--- config.mk ---
export PLATFORM = sky130hd
export DESIGN_NAME = alu_div_multi
export DESIGN_NICKNAME = d
export VERILOG_FILES = /design/src/rtl/alu_div_pkg.sv /design/src/rtl/alu_div_lane.sv /design/src/rtl/alu_div_multi.sv
export SDC_FILE = /design/constraint.sdc
export NUM_CORES = 2
export LEC_CHECK = 0
export CAP_MARGIN = 20
export CORE_UTILIZATION = 45
export DETAILED_ROUTE_END_ITERATION = 12
export PLACE_DENSITY = 0.66
export RECOVER_POWER = 50
export SYNTH_ARGS = -nofsm -noshare
export SYNTH_HDL_FRONTEND = slang
export SYNTH_SLANG_ARGS = --single-unit
--- constraint.sdc ---
create_clock -name clk -period 43.9 [get_ports clk]
set_clock_uncertainty 0.2 [all_clocks]
set_input_delay 8.78 -clock clk [delete_from_list [all_inputs] [get_ports clk]]
set_output_delay 8.78 -clock clk [all_outputs]
set_load 0.01 [all_outputs]
--- src/rtl/alu_div_pkg.sv ---
// alu_div_pkg: shared FSM states and sizing helpers for the lane divider.
package alu_div_pkg;

   typedef enum logic [1:0] {IDLE, BUSY, FIX, DONE} state_t;

   localparam int N_DEF = 32;
   localparam int CNT_W = $clog2(N_DEF + 1);

   function automatic int cnt_width(input int n);
      return $clog2(n + 1);
   endfunction

   // Cycles from the accept edge until finish is first high.
   function automatic int latency(input int n);
      return n + 1;
   endfunction

endpackage

--- src/rtl/alu_div_lane.sv ---
// alu_div_lane: one lane of the radix-2 restoring divider with sign handling
// and zero-divisor detect.
module alu_div_lane
   import alu_div_pkg::*;
#(
   parameter int N = 32
) (
   input  logic         clk,
   input  logic         rst,
   input  logic         i_load,
   input  logic         i_step,
   input  logic         i_fix,
   input  logic         i_sgn,
   input  logic [N-1:0] i_a,
   input  logic [N-1:0] i_b,
   output logic [N-1:0] o_q,
   output logic [N-1:0] o_r,
   output logic         o_dz
);

   logic [N-1:0] r_a, r_b, r_rem, r_quo;
   logic         r_neg_q, r_neg_r, r_zero;
   logic         w_a_neg, w_b_neg, w_fit;
   logic [N-1:0] w_mag_a, w_mag_b;
   logic [N:0]   w_shift, w_diff;

   assign w_a_neg = i_sgn & i_a[N-1];
   assign w_b_neg = i_sgn & i_b[N-1];
   assign w_mag_a = w_a_neg ? -i_a : i_a;
   assign w_mag_b = w_b_neg ? -i_b : i_b;
   // r_quo starts as the dividend and shifts its bits into the remainder.
   assign w_shift = {r_rem, r_quo[N-1]};
   assign w_diff  = w_shift - {1'b0, r_b};
   assign w_fit   = ~w_diff[N];

   always_ff @(posedge clk or posedge rst) begin
      if (rst) begin
         r_a     <= '0;
         r_b     <= '0;
         r_rem   <= '0;
         r_quo   <= '0;
         r_neg_q <= 1'b0;
         r_neg_r <= 1'b0;
         r_zero  <= 1'b0;
         o_q     <= '0;
         o_r     <= '0;
         o_dz    <= 1'b0;
      end else begin
         if (i_load) begin
            r_a     <= i_a;
            r_b     <= w_mag_b;
            r_rem   <= '0;
            r_quo   <= w_mag_a;
            r_neg_q <= w_a_neg ^ w_b_neg;
            r_neg_r <= w_a_neg;
            r_zero  <= (i_b == '0);
         end
         if (i_step) begin
            r_rem <= w_fit ? w_diff[N-1:0] : w_shift[N-1:0];
            r_quo <= {r_quo[N-2:0], w_fit};
         end
         if (i_fix) begin
            o_q  <= r_zero ? '1 : (r_neg_q ? -r_quo : r_quo);
            o_r  <= r_zero ? r_a : (r_neg_r ? -r_rem : r_rem);
            o_dz <= r_zero;
         end
      end
   end

endmodule

--- src/rtl/alu_div_multi.sv ---
// alu_div_multi: L-lane iterative integer divider; shared FSM and step count,
// per-lane datapaths in alu_div_lane.
module alu_div_multi
   import alu_div_pkg::*;
#(
   parameter int N         = 32,
   parameter int L         = 4,
   parameter int SIGNED_EN = 1
) (
   input  logic           clk,
   input  logic           rst,
   input  logic           ivalid,
   input  logic           stall,
   input  logic           signed_mode,
   input  logic [N*L-1:0] a,
   input  logic [N*L-1:0] b,
   output logic           ready,
   output logic [N*L-1:0] q,
   output logic [N*L-1:0] r,
   output logic [L-1:0]   div_zero,
   output logic           finish
);

   localparam int CW = cnt_width(N);

   state_t        r_state, w_next;
   logic [CW-1:0] r_count;
   logic          w_load, w_step, w_fix, w_sgn;

   assign w_load = (r_state == IDLE) && ivalid;
   assign w_step = (r_state == BUSY) && ivalid;
   assign w_fix  = (r_state == FIX) && ivalid;
   assign w_sgn  = signed_mode && (SIGNED_EN != 0);
   assign ready  = (r_state == IDLE);
   assign finish = (r_state == DONE);

   always_ff @(posedge clk or posedge rst) begin
      if (rst) begin
         r_state <= IDLE;
         r_count <= '0;
      end else begin
         r_state <= w_next;
         r_count <= w_step ? r_count + 1'b1 : '0;
      end
   end

   // Dropping ivalid outside IDLE abandons the operation.
   always_comb begin
      w_next = r_state;
      case (r_state)
         IDLE:    w_next = ivalid ? BUSY : IDLE;
         BUSY:    w_next = !ivalid ? IDLE : (r_count == CW'(N - 1)) ? FIX : BUSY;
         FIX:     w_next = ivalid ? DONE : IDLE;
         DONE:    w_next = (ivalid && stall) ? DONE : IDLE;
         default: w_next = IDLE;
      endcase
   end

   for (genvar i = 0; i < L; i++) begin : g_lane
      alu_div_lane #(.N(N)) u_lane (
         .clk    (clk),
         .rst    (rst),
         .i_load (w_load),
         .i_step (w_step),
         .i_fix  (w_fix),
         .i_sgn  (w_sgn),
         .i_a    (a[N*i +: N]),
         .i_b    (b[N*i +: N]),
         .o_q    (q[N*i +: N]),
         .o_r    (r[N*i +: N]),
         .o_dz   (div_zero[i])
      );
   end

endmodule

**Word-level counts from Yosys, hierarchy flattened**

Index checks and enable logic that the tools add are counted.

- Register bits: 792
- Bits of input ports: 261
- Output and inout bits: 262
- Logic and storage cells: 141

- Add/sub/neg operators: 21
- Eq/ne operators: 4
- Muxes and demuxes: 48
- Bitwise operators: 16
- Reductions and logical operators: 10

Operators by type and width:

| kind | number |
|---|---|
| 2-to-1 mux 32 bit | 41 |
| negator 32 bit | 16 |
| subtractor 33 x 32 -> 33 bit | 4 |
| zero test 32 bit | 4 |
| bitwise AND 1 bit | 8 |
| 2-to-1 mux 2 bit | 4 |
| case mux 2 bit (4 select lines) | 1 |
| adder 6 x 1 -> 6 bit (second input constant) | 1 |
| == test 6 x 5 -> 1 bit (second input constant) | 1 |
| 2-to-1 mux 6 bit | 1 |
| == test 2 bit (second input constant) | 2 |
| logical AND 1 bit | 4 |
| NOT 1 bit | 4 |
| bitwise XOR 1 bit | 4 |
| == test 2 x 1 -> 1 bit (second input constant) | 1 |
| zero test 2 bit | 1 |
| nonzero test 2 bit | 1 |
| 2-to-1 mux 1 bit | 1 |

**Depth between registers and ports, before layout**

- Depth after elaboration: 4
- Depth in mapped cells: 15
- Depth with buffers taken out: 13

**Modules after synthesis**

A second synthesis with hierarchy kept.

- Cell total of the unflattened synthesis: 5637
- Area total of the unflattened synthesis: 49458.7 um2

Modules (own cells, without submodules):

| module | instances | cells each | area an instance (um2) | sequential area each (um2) |
|---|---|---|---|---|
| alu_div_lane at g_lane[1].u_lane ... | 3 | 1399 | 12248.0 | 4904.7 |
| alu_div_lane at g_lane[0].u_lane | 1 | 1402 | 12333.1 | 4904.7 |
| alu_div_multi | 1 | 38 | 381.6 | 200.2 |

**Worst setup path before layout**

No wires, ideal clock.

- Kind: in2reg
- Start point: in a[100]
- End point: reg g_lane[3].u_lane.r_quo[27]
- Library setup time: 133 ps
- Arrival time: 11226 ps
- Required time: 43567 ps
- Slack: 32341 ps
- Stages on the path: 10
- Path buffers: 0
- Cells stage by stage: nor4_1 > nand2_1 > or3_1 > or2_2 > or3b_2 > o41a_1 > xnor2_1 > nor2_1 > a21oi_1 > o21ai_0

- Cells in the longest elaborated chain, start to end: 4

Ends and longest elaborated chain:

| item | RTL line | source |
|---|---|---|
| from (decl) | alu_div_multi.sv:15 | `input logic [N*L-1:0] a,` |
| negator 32 bit | alu_div_lane.sv:29 | `assign w_mag_a = w_a_neg ? -i_a : i_a;` |
| 2-to-1 mux 32 bit | alu_div_lane.sv:29 |  |
| 2-to-1 mux 32 bit | alu_div_lane.sv:49 | `if (i_load) begin` |
| 2-to-1 mux 32 bit | alu_div_lane.sv:58 | `if (i_step) begin` |
| to (signal assigned) | alu_div_lane.sv:53 | `r_quo <= w_mag_a;` |
| to (signal assigned) | alu_div_lane.sv:60 | `r_quo <= {r_quo[N-2:0], w_fit};` |
| to (decl) | alu_div_lane.sv:21 | `logic [N-1:0] r_a, r_b, r_rem, r_quo;` |

Every way passes these cells. The select of a mux whose other input is x is not followed.
A chain may end at the register's enable or synchronous reset.

**Worst setup path after layout**

- Start point: in ivalid
- End point: reg g_lane[2].u_lane.o_q[30]

- Cells in the longest elaborated chain, start to end: 1

Ends and longest elaborated chain:

| item | RTL line | source |
|---|---|---|
| from (decl) | alu_div_multi.sv:12 | `input logic ivalid,` |
| logical AND 1 bit | alu_div_multi.sv:32 | `assign w_fix = (r_state == FIX) && ivalid;` |
| to (signal assigned) | alu_div_lane.sv:63 | `o_q <= r_zero ? '1 : (r_neg_q ? -r_quo : r_quo);` |
| to (decl) | alu_div_lane.sv:16 | `output logic [N-1:0] o_q,` |

Every way passes these cells.

==> flow_summary.json <==
{
  "synth-edff-count": 0,
  "synthXorXnorAreaFrac": 0.107,
  "vias_per_cell": 5.69,
  "rows": 119,
  "cts_tree": "done",
  "avgSynthCellArea_um2": 8.27,
  "crit_fanout": 171,
  "place.port_buffers": 522,
  "maxCapViolCount": 20,
  "cts_setup_buffers": 0,
  "cp_cell_sequence": "dlygate4sd3_1 > nand3_1 > clkbuf_1 > clkbuf_1 > nor2_1 > buf_4 > a21oi_1",
  "path_class": "in -> reg",
  "vias": 43600,
  "ys_types": 71,
  "synth-compound-area-share": 0.205,
  "cp.arrival_ns": 19.37,
  "p_leak_nw": 25.9,
  "hold_viol_final": 0,
  "ys_seq_area_frac": 0.409,
  "initial_core_util": 0.457,
  "cp-end-kind": "flop",
  "finalSetupViolations": 0,
  "pre_cts_ws_ns": 30.45,
  "holdCritPathClass": "reg -> reg",
  "wl_um": 158000,
  "drtPass1Iterations": 6,
  "cts_resized": 0,
  "die_w_um": 330,
  "postSynthCellCount": 5860,
  "reg2reg_depth": 8,
  "synth_area_mm2": 0.0484,
  "synth_top_family_by_area": "compound AO/OA/AOI/OAI gates",
  "htreeDepth": 3,
  "cpPeakStageDelay_ns": 5.12,
  "relSlewSlack": -3.84,
  "area_growth_pct": 18.9,
  "mostFrequentLayoutCell": "nand2_1",
  "synthAdderAreaFrac": 0.0391,
  "clock_latency_ns": 0.68,
  "die_area_mm2": 0.109,
  "final_nets": 6595,
  "synth_mux_area_frac": 0.0150,
  "synthSimpleGateAreaFrac": 0.182,
  "syn_nets": 6270,
  "timing.final.crit_share": 0.432,
  "ctsHoldBuffers": 0,
  "die_h_um": 330,
  "timing.rr.start": "r_state[0]",
  "cp-startpoint": "ivalid",
  "crit_required_ns": 44.29,
  "powerDensity_mw_per_mm2": 51.7,
  "crit_top_cell": "clkbuf_1",
  "layout-drive-gt1-share": 0.0353,
  "synth-main-ff-cell": "dfrtp_1",
  "track_usage": 0.282,
  "nFillCells": 9812,
  "tns_ns": 0,
  "clkSinkCount": 792,
  "grt_pass1_wl_um": 239000,
  "slew_viol_final": 1269,
  "grt_max_degree": 172,
  "status": "complete, but fails checks",
  "failed_checks": "max-capacitance violations, max-slew violations",
  "setup_slack_ns": 24.92,
  "drc": 0,
  "cts.clk_slew.worst_paths_ns": 0.06,
  "yosys_warnings": 0,
  "timing.rr.end": "g_lane[2].u_lane.o_q[30]",
  "place.gp.congestion": 0.931,
  "overflow": 0,
  "fin_crit_ns": 18.98,
  "core_area_mm2": 0.106,
  "slowest_stage": "clkbuf_1",
  "synth_seq_cells": 792,
  "r2r_slack_ns": 32.22,
  "crit_path_start_kind": "primary input",
  "io_pins": 523,
  "rsz0062_at_grt": "no",
  "final_cell_mix": "nand2_1, dfrtp_1, o21ai_0, a21oi_1, nor2_1",
  "tightest_slew_ns": 7.26,
  "drtIter0Drc": 4023,
  "max_freq_ghz": 0.0527,
  "root_buffer": "clkbuf_16",
  "max-vdd-ir-drop_mv": 0.0339,
  "route.detailed.wl_per_inst_um": 20.6,
  "clockBufferDepth": 3,
  "ys_async_sr_fraction": 1.00,
  "post-dp-hpwl_um": 117000,
  "timing.critical_path.to": "g_lane[2].u_lane.o_q[30]",
  "antenna_found_initial": 26,
  "grt_pass1_vias": 39500,
  "power_mw": 2.98,
  "ant_nets": 0,
  "cts_buffers": 89
}
where the power goes:
part / internal [mW] / leakage (nW) / switching (mW)
logic: 0.494 / 14.1 / 0.694
registers: 0.833 / 10.2 / 0.166
clock network: 0.471 / 1.50 / 0.322
total: 1.80 / 25.9 / 1.18
kinds of logic after synthesis:
group | Yosys count
AO/OA/AOI/OAI | 1676
XOR/XNOR | 591
adder cells (fa/ha/maj) | 149
buffers and inverters | 551
flip-flops | 792
multiplexers | 72
AND/OR/NAND/NOR | 2029
Yosys cell counts (9+ instances only):
master | n | area share
nand2_1 | 1035 | 0.080
dfrtp_1 | 792 | 0.41
o21ai_0 | 606 | 0.063
a21oi_1 | 526 | 0.054
nor2_1 | 475 | 0.037
xor2_1 | 317 | 0.057
clkbuf_1 | 307 | 0.024
xnor2_1 | 274 | 0.050
inv_1 | 215 | 0.017
ha_1 | 145 | 0.037
o31ai_1 | 114 | 0.018
nand3_1 | 109 | 0.011
mux2i_1 | 69 | 0.014
nor3_1 | 63 | 0.0065
or3_1 | 63 | 0.0081
o41ai_1 | 62 | 0.011
a21o_1 | 57 | 0.0088
o22ai_1 | 56 | 0.0072
nand2b_1 | 54 | 0.0070
nor4_1 | 43 | 0.0056
or4_1 | 41 | 0.0064
o311ai_0 | 40 | 0.0072
nor2b_1 | 32 | 0.0041
o22a_1 | 30 | 0.0054
a31oi_1 | 28 | 0.0036
and3_1 | 28 | 0.0036
buf_1 | 24 | 0.0019
and2_1 | 23 | 0.0030
nand4_1 | 22 | 0.0028
o21a_1 | 21 | 0.0033
or2_2 | 19 | 0.0025
a32oi_1 | 16 | 0.0029
a211oi_1 | 15 | 0.0023
o211ai_1 | 14 | 0.0022
o21bai_1 | 14 | 0.0022
o221ai_1 | 9 | 0.0016
worst min path at each step:
stage	startpoint	end	slack, ns	cells past startpoint
CTS	g_lane[0].u_lane.o_q[0]	g_lane[0].u_lane.o_q[0]	0.27	2
global route	g_lane[2].u_lane.o_r[2]	g_lane[2].u_lane.o_r[2]	0.28	2
detailed placement	g_lane[0].u_lane.r_a[28]	g_lane[0].u_lane.r_a[28]	0.26	2
global placement	g_lane[2].u_lane.r_neg_q	g_lane[2].u_lane.r_neg_q	0.25	2
floorplan	g_lane[0].u_lane.r_a[26]	g_lane[0].u_lane.r_a[26]	0.24	2
finish	g_lane[0].u_lane.o_q[0]	g_lane[0].u_lane.o_q[0]	0.26	2
final cells by class:
cell class / count / area (um^2) / share of cell area
multi-input combinational: 4517 / 26600 / 0.461
sequential: 792 / 19800 / 0.344
timing repair buffer: 570 / 5520 / 0.0959
clock buffer: 122 / 2500 / 0.0434
tap: 1391 / 1740 / 0.0302
inverter: 215 / 808 / 0.0140
clock inverter: 39 / 569 / 0.00988
antenna: 23 / 57.6 / 0.000999
registers in the layout, summed over array words and instances (netlist names):
register	cells
g_lane.u_lane.r_neg_r	4
g_lane.u_lane.r_neg_q	4
g_lane.u_lane.r_zero	4
g_lane.u_lane.r_rem	128
g_lane.u_lane.o_q	128
g_lane.u_lane.o_dz	4
g_lane.u_lane.o_r	128
g_lane.u_lane.r_a	128
g_lane.u_lane.r_b	128
r_count	6
g_lane.u_lane.r_quo	128
r_state	2
metrics by stage:
step	std cells	util	cell area [um^2]	hold WS [ns]
global placement	7483	0.515	54600	0.253
CTS	7645	0.544	57700	0.271
floorplan	5860	-	48400	0.238
detailed placement	7484	0.515	54600	0.255
finish	7669	0.544	57600	0.264
global route	7663	0.543	57600	0.283
critical path, delay by kind of cell:
family / cells / cell delay, ns
and+or+nand+nor: 2 / 2.36
buffers and inverters: 4 / 7.90
AOI/OAI and AO/OA: 1 / 0.18
metal layers:
| metal | GRT usage | share of wire | routed length (um) |
|---|---|---|---|
| met1 | 0.437 | 0.48 | 76100 |
| met2 | 0.396 | 0.42 | 65900 |
| met3 | 0.0515 | 0.079 | 12500 |
| met4 | 0.0778 | 0.023 | 3590 |
| met5 | 0 | 0.00018 | 28 |
No activity file was read; power rests on OpenSTA's default activity.
